**src/rtl/lab5_pkg.sv**
```systemverilog
// lab5_pkg
// Shared definitions for the counter pacing logic.
//   RATE_*     : encodings of the 2-bit rate select
//   rate_load  : reload value of the pacing down-counter for a given rate
//                select and input clock frequency. A counter loaded with
//                L counts L+1 cycles between pulses.
package lab5_pkg;

    localparam logic [1:0] RATE_FULL    = 2'd0;  // pulse every cycle
    localparam logic [1:0] RATE_1HZ     = 2'd1;
    localparam logic [1:0] RATE_HALF    = 2'd2;  // 0.5 Hz
    localparam logic [1:0] RATE_QUARTER = 2'd3;  // 0.25 Hz

    // Returned 64 bits wide; callers truncate to their counter width after
    // the elaboration check has proven the largest value fits.
    function automatic logic [63:0] rate_load(input logic [1:0] sel,
                                              input logic [63:0] clock_hz);
        logic [63:0] load;
        case (sel)
            RATE_FULL:    load = 64'd0;
            RATE_1HZ:     load = clock_hz - 64'd1;
            RATE_HALF:    load = (clock_hz << 1) - 64'd1;
            RATE_QUARTER: load = (clock_hz << 2) - 64'd1;
            default:      load = 64'd0;
        endcase
        return load;
    endfunction

endpackage

```
**src/rtl/rate_enable_gen_rising_edge_det.sv**
```systemverilog
// rising_edge_det
// Rising-edge detector for a level input that is already synchronous to
// Clock. Produces a combinational one-cycle strobe on the first cycle the
// input is seen high; the caller registers it.
//   Clock  : clock, posedge active
//   Resetn : asynchronous active-low reset (history cleared to 0)
//   D      : level input
//   Pulse  : D & ~(D from previous cycle)
module rising_edge_det (
    input  logic Clock,
    input  logic Resetn,
    input  logic D,
    output logic Pulse
);

    logic d_q;

    always_ff @(posedge Clock or negedge Resetn) begin
        if (!Resetn) begin
            d_q <= 1'b0;
        end else begin
            d_q <= D;
        end
    end

    assign Pulse = D & ~d_q;

endmodule

```
**src/rtl/rate_enable_gen.sv**
```systemverilog
// rate_enable_gen
// Pacing stage for the 8-bit counter: divides Clock down to a selectable
// rate and emits a registered one-cycle Enable pulse. Supports pause and
// single-step from a push-button.
//   Clock  : clock, all state updates on posedge
//   Resetn : asynchronous active-low reset
//   Sel    : rate select (0 every cycle, 1 = 1 Hz, 2 = 0.5 Hz, 3 = 0.25 Hz)
//   Run    : 1 free-running, 0 paused (Step then advances by one)
//   Step   : synchronous level; each rising edge gives one pulse while paused
//   Enable : registered one-cycle pulse to the downstream counter
//   Count  : current down-counter value, for visibility
module rate_enable_gen
    import lab5_pkg::*;
#(
    parameter int CLOCK_HZ = 50_000_000,
    parameter int CW       = $clog2(4 * CLOCK_HZ)
) (
    input  logic          Clock,
    input  logic          Resetn,
    input  logic [1:0]    Sel,
    input  logic          Run,
    input  logic          Step,
    output logic          Enable,
    output logic [CW-1:0] Count
);

    localparam logic [63:0] HZ64     = 64'(CLOCK_HZ);
    localparam logic [63:0] MAX_LOAD = (HZ64 << 2) - 64'd1;

    // The slowest reload value has to fit the counter, otherwise the
    // truncations below would silently shorten the period.
    generate
        if (CW < 1 || (CW < 64 && MAX_LOAD >= (64'd1 << CW))) begin : g_cw_check
            $fatal(1, "rate_enable_gen: CW=%0d too narrow for CLOCK_HZ=%0d", CW, CLOCK_HZ);
        end
    endgenerate

    logic [CW-1:0] count;
    logic [CW-1:0] count_nxt;
    logic [1:0]    sel_q;
    logic          enable_nxt;
    logic          step_rise;
    logic [CW-1:0] load_new;
    logic [CW-1:0] load_cur;

    rising_edge_det u_step_edge (
        .Clock  (Clock),
        .Resetn (Resetn),
        .D      (Step),
        .Pulse  (step_rise)
    );

    assign load_new = CW'(rate_load(Sel, HZ64));
    assign load_cur = CW'(rate_load(sel_q, HZ64));

    // Rate change outranks Run and Step so a new rate always starts from a
    // clean reload with no stray pulse. The step edge detector keeps
    // tracking Step in every branch, so an edge seen while running is
    // consumed rather than replayed at the next pause.
    always_comb begin
        count_nxt  = count;
        enable_nxt = 1'b0;
        if (Sel != sel_q) begin
            count_nxt = load_new;
        end else if (Run) begin
            if (count == '0) begin
                enable_nxt = 1'b1;
                count_nxt  = load_cur;
            end else begin
                count_nxt = count - CW'(1);
            end
        end else begin
            enable_nxt = step_rise;
        end
    end

    always_ff @(posedge Clock or negedge Resetn) begin
        if (!Resetn) begin
            count  <= '0;
            sel_q  <= RATE_FULL;
            Enable <= 1'b0;
        end else begin
            count  <= count_nxt;
            sel_q  <= Sel;
            Enable <= enable_nxt;
        end
    end

    assign Count = count;

endmodule

```
**config.mk**
```make
export PLATFORM = sky130hd
export DESIGN_NAME = rate_enable_gen
export DESIGN_NICKNAME = d
export VERILOG_FILES = /design/src/rtl/lab5_pkg.sv /design/src/rtl/rate_enable_gen_rising_edge_det.sv /design/src/rtl/rate_enable_gen.sv
export SDC_FILE = /design/constraint.sdc
export NUM_CORES = 1
export LEC_CHECK = 0
export ABC_AREA = 1
export BUFFER_PORTS_ARGS = -buffer_cell sky130_fd_sc_hd__buf_2
export CORE_ASPECT_RATIO = 0.9
export CORE_MARGIN = 8
export CORE_UTILIZATION = 52
export CTS_CLUSTER_DIAMETER = 80
export DETAILED_ROUTE_END_ITERATION = 8
export GPL_ROUTABILITY_DRIVEN = 0
export GPL_TIMING_DRIVEN = 1
export PLACE_DENSITY_LB_ADDON = 0.08
export RECOVER_POWER = 50
export REMOVE_ABC_BUFFERS = 1
export SYNTH_ARGS = -nofsm -noshare
export SYNTH_HDL_FRONTEND = slang
export SYNTH_SLANG_ARGS = --single-unit
```
**constraint.sdc**
```tcl
create_clock -name Clock -period 2 [get_ports Clock]
set_clock_uncertainty 0.2 [all_clocks]
set_input_delay 0.3 -clock Clock [delete_from_list [all_inputs] [get_ports Clock]]
set_output_delay 0.3 -clock Clock [all_outputs]
set_load 0.01 [all_outputs]
```
== Word level (Yosys, flattened, before mapping) ==
Cells that the tools add are included.
Storage, ports and cells
  register bits: 32
  latch bits: 0
  bits in writable memories: 0
  ROM bits: 0
  input port bits: 6
  output and inout bits: 29
  logic and storage cells: 26
  memories: 0
Cells by class
  add/subtract/negate cells: 1
  multipliers: 0
  divide/modulo/power cells: 0
  order comparisons: 0
  equality and inequality tests: 7
  shift-type cells: 0
  multiplexer cells: 8
  bitwise gates (word level): 2
  reduce and logical (&&, ||, !) cells: 4
Operators with widths (number)
  one-hot mux 28 bit (4 select lines): 2
  2-to-1 mux 28 bit: 3
  zero test 28 bit: 1
  subtractor 28 x 1 -> 28 bit, second input constant: 1
  == test 2 bit, second input constant: 4
  == test 2 x 1 -> 1 bit, second input constant: 2
  zero test 2 bit: 2
  2-to-1 mux 1 bit: 3
  != test 2 bit: 1
  nonzero test 2 bit: 1
  bitwise AND 1 bit: 1
  NOT 1 bit: 1

== Depth between registers and ports, before layout ==
  depth after elaboration: 5
  gate-level depth with buffers: 12
  gate-level depth less buffers: 12

== By module ==
A second synthesis with hierarchy kept.
Unflattened totals
  cells, all modules: 356
  area total of the unflattened synthesis: 2476.1 sq um
Modules (own cells, without submodules)
  rate_enable_gen: instances 1, cells each 353, area each 2441.1 sq um, sequential area each 775.7 sq um
  rising_edge_det: instances 1, cells each 3, area each 35.0 sq um, sequential area each 25.0 sq um

== Worst setup path after synthesis ==
No wires, ideal clock.
  kind: reg2reg
  start point: reg count[0] (netlist: Count[0])
  end point: reg count[20] (netlist: Count[20])
  library setup time: 0.125 ns
  arrival: 1.569 ns
  required time: 1.675 ns
  setup slack: 0.106 ns
  stages on the path, launching flop included: 13
  path buffers: 1
  period minus slack after synthesis: 1.894 ns
  path through: dfrtp_1 inv_1 ha_1 nand2_1 nor2_1 nand3_2 nor2_8 nor2_4 buf_6 nand3_1 nand2_1 nand2_1 nand3_1
On the way
  word-level cells in the longest chain between the ends: 4
  elaborated cells on any way between the ends: 5
  those cells by class: add/sub: 1; mux: 3; reduce/logical: 1
Ends and longest elaborated chain
  start: declaration: line rate_enable_gen.sv:38  | logic [CW-1:0] count;
  start signal: assignment: line rate_enable_gen.sv:83  | count <= count_nxt;
  subtractor 28 x 1 -> 28 bit / zero test 28 bit (equally long branches): line rate_enable_gen.sv:70, rate_enable_gen.sv:66
  2-to-1 mux 28 bit *: line rate_enable_gen.sv:66  | if (count == '0) begin
  2-to-1 mux 28 bit *: line rate_enable_gen.sv:65  | end else if (Run) begin
  2-to-1 mux 28 bit *: line rate_enable_gen.sv:63  | if (Sel != sel_q) begin
Mark *: on every way between the ends. The rest lies on a longest branch, timed or not. The select of a mux whose other input is x is not followed.
A chain may end at the register's enable or synchronous reset.

== Final worst setup path ==
Ends and elaborated chain as after synthesis.

==> flow_metrics.py <==
metrics = {
    "clocking": {
        "cts.sinks": 32,
        "cts_made_buffers": 5,
        "clock_path_buffers": 2,
        "clock_latency_ns": 0.28,
        "clkTransAtPathRegs_ns": 0.07,
        "tritoncts": "yes",
        "clockRootBuffer": "clkbuf_8",
        "htreeDepth": 2,
    },
    "route": {
        "drt_iter0_markers": 215,
        "viasPerCell": 5.10,
        "routedWlPerCell_um": 14.5,
        "antenna_left": 0,
        "vias": 2517,
        "drtPass1Iterations": 4,
        "drc": 0,
        "drt-total-wl_mm": 7.17,
    },
    "global_routing": {
        "grt_pass1_wl_mm": 11.6,
        "grt_usage_pct": 19.7,
        "grt_antenna_before_repair": 0,
        "grt_max_degree": 33,
        "grt_overflow_total": 0,
        "grt_pass1_vias": 2308,
    },
    "synth": {
        "async_reset_ff_share_pct": 100,
        "synthCells": 358,
        "syn_area_mm2": 0.00254,
        "synth.most_common_cell": "nand2_1",
        "seq_area_frac_synth_pct": 31.5,
        "synth_common_cells": "nand2_1, nor2_1, inv_1, nand3_1, dfrtp_1",
        "ys.flop_type": "dfrtp_1",
        "synth_top_area_share_pct": 31.5,
        "synth_top_area_cell": "dfrtp_1",
        "synthSimpleGateAreaFrac_pct": 43.9,
        "syn_area_per_cell_um2": 7.11,
        "muxShareOfSynthArea_pct": 0,
        "synth_edf_count": 0,
        "synth_xor_area_share_pct": 4.82,
        "synth_top_cells_by_area": "dfrtp_1, nand2_1, nor2_1, nand3_1, inv_1",
        "synth_top_family_by_area": "simple AND/OR/NAND/NOR gates",
        "yosysWarnings": 0,
        "ys_ff_latch": 32,
        "synth.distinct_cells": 32,
        "synth_compound_area_share_pct": 6.98,
        "synth_adder_area_share_pct": 4.92,
    },
    "hold_path": {
        "holdPathEnd": "Enable$_DFF_PN0_",
        "hp-start": "u_step_edge.d_q$_DFF_PN0_",
        "holdCritPathClass": "flip-flop to flip-flop",
        "hold-path-cell-count": 1,
    },
    "final_layout": {
        "syn_to_final_growth_pct": 24.3,
        "final_nets": 444,
        "antenna_cells": 0,
        "fin_util_pct": 66.3,
        "finalNonFillerCells": 494,
        "drive_above_1_share_pct": 26.1,
        "fillers": 433,
    },
    "floorplan": {
        "die_area_mm2": 0.00739,
        "die_w_um": 89.7,
        "ios": 35,
        "core-area_mm2": 0.00477,
        "die_height_um": 82.4,
        "core.rowCount": 24,
        "initial_core_util_pct": 53.3,
    },
    "timing": {
        "relSlewSlack_pct": 44.4,
        "fin_crit_ns": 1.90,
        "setup_slack_ns": 0.0997,
        "setup_viol": 0,
        "drv_slew": 0,
        "hold_viol": 0,
        "tightest_slew_ns": 0.834,
        "fin_crit_sh_pct": 95.0,
        "holdWs_ns": 0.276,
        "timing.fmax_mhz": 526,
    },
    "placed_design": {
        "dp.cells": 474,
        "dpl.hpwl_mm": 5.64,
        "numPortBuffers": 34,
        "place_ws_ns": 0.0250,
    },
    "power": {
        "ir_drop_v": 0.000427,
        "cellLeakagePower_nw": 1.57,
        "power_density_mw_per_mm2": 699,
    },
    "critical_path": {
        "cp-start-kind": "flip-flop",
        "end_kind": "flip-flop",
        "arrival_ns": 1.87,
        "critPathMaxFanout": 4,
        "crit_type": "flip-flop to flip-flop",
        "ff2ff_setup_slack_ns": 0.1,
        "timing.rr.start": "Count[0]$_DFFE_PN0P_",
        "reg2reg_to": "Count[20]$_DFFE_PN0P_",
        "ff2ff_path_depth": 9,
        "cp-startpoint": "Count[0]$_DFFE_PN0P_",
        "worstPathRequired_ns": 1.97,
    },
    "run": {
        "max-cap-violations": 0,
    },
    "status": {
        "status": "completed",
    },
}
flip-flops by register name (all words and copies together), names as in the netlist:
| name | flops |
|---|---|
| u_step_edge.d_q | 1 |
| sel_q | 2 |
| Count | 28 |
| Enable | 1 |
cells in the final DEF (no fill, tap or decap), drive strengths merged:
master,synthesis,layout
clkbuf,1,20
xor2,10,10
a21o,1,1
dfrtp,32,32
o31ai,1,1
inv,44,44
nand3b,1,1
nand4,9,9
o211ai,2,2
a21oi,12,12
nor4,1,1
and2,1,1
nand3,40,40
nand2,96,96
o21ai,8,8
o21bai,2,2
dlygate4sd3,0,4
nor3,3,3
nor2,75,75
ha,10,10
o21a,1,1
buf,3,51
a21boi,1,1
xnor2,4,4
cell families (layout without fill, tap and decap cells):
| logic type | after synthesis | count (layout) |
|---|---|---|
| adders and majority gates | 10 | 10 |
| buffers and inverters | 48 | 119 |
| DFF | 32 | 32 |
| AOI/OAI and AO/OA | 28 | 28 |
| xor gates and xnor gates | 14 | 14 |
| and+or+nand+nor | 226 | 226 |
metrics by stage:
stage	instance area, um2	setup TNS [ns]	total power (W)
after floorplan	2510	0	0.00131
after global placement	2920	0	0.00162
after detailed placement	2920	0	0.00163
after CTS	3050	0	0.00217
after global routing	3160	-0.0216	0.00236
final	3160	0	0.00221
worst max-delay path by stage:
| stage | to | slack (ns) |
|---|---|---|
| 6_report | Count[20]$_DFFE_PN0P_ | 0.1 |
| 3_5_place_dp | Count[9]$_DFFE_PN0P_ | 0.02 |
| 3_3_place_gp | Count[9]$_DFFE_PN0P_ | 0.08 |
| 2_1_floorplan | Count[19]$_DFFE_PN0P_ | 0.13 |
| 4_1_cts | Count[9]$_DFFE_PN0P_ | 0.004 |
| 5_1_grt | Count[16]$_DFFE_PN0P_ | -0.01 |
critical path, stage by stage, from the launching register on:
cell and delay, ns:
dfrtp_1 0.40, inv_2 0.11, ha_1 0.21, nand2_2 0.12
nor3_1 0.35, nand3_1 0.13, nand3_1 0.11, nand2_1 0.05
nand2_1 0.05, nand3_1 0.06
final cells by class:
class / instances / area, um2 / share of cell area [%]
Multi-Input combinational cell: 278 / 1600 / 50.5
Clock buffer: 8 / 90.1 / 2.85
Inverter: 44 / 165 / 5.22
Timing Repair Buffer: 67 / 428 / 13.5
Tap cell: 65 / 81.3 / 2.57
Sequential cell: 32 / 803 / 25.4
where the power goes:
part / switching, W / internal (W)
Sequential: 0.000121 / 0.000736
Clock: 0.000241 / 0.000281
Combinational: 0.000504 / 0.000326
repair_timing:
action	4_1_cts	5_1_grt
buffers inserted	0	8
setup endpoints to repair	0	28
hold buffers	4	0
endpoints found under the hold margin	35	0
resized for setup	0	18
per-layer routing:
layer | up-vias | wire length (um) | part of all wire, % | track usage, %
met2 | 78 | 3320 | 46 | 31.8
met3 | 9 | 451 | 6.3 | 3.52
met5 | - | 0 | 0 | 0
met4 | 0 | 90 | 1.3 | 6.24
li1 | 1279 | - | - | -
met1 | 1151 | 3310 | 46 | 26.5
(Power assumes the default switching activity.)
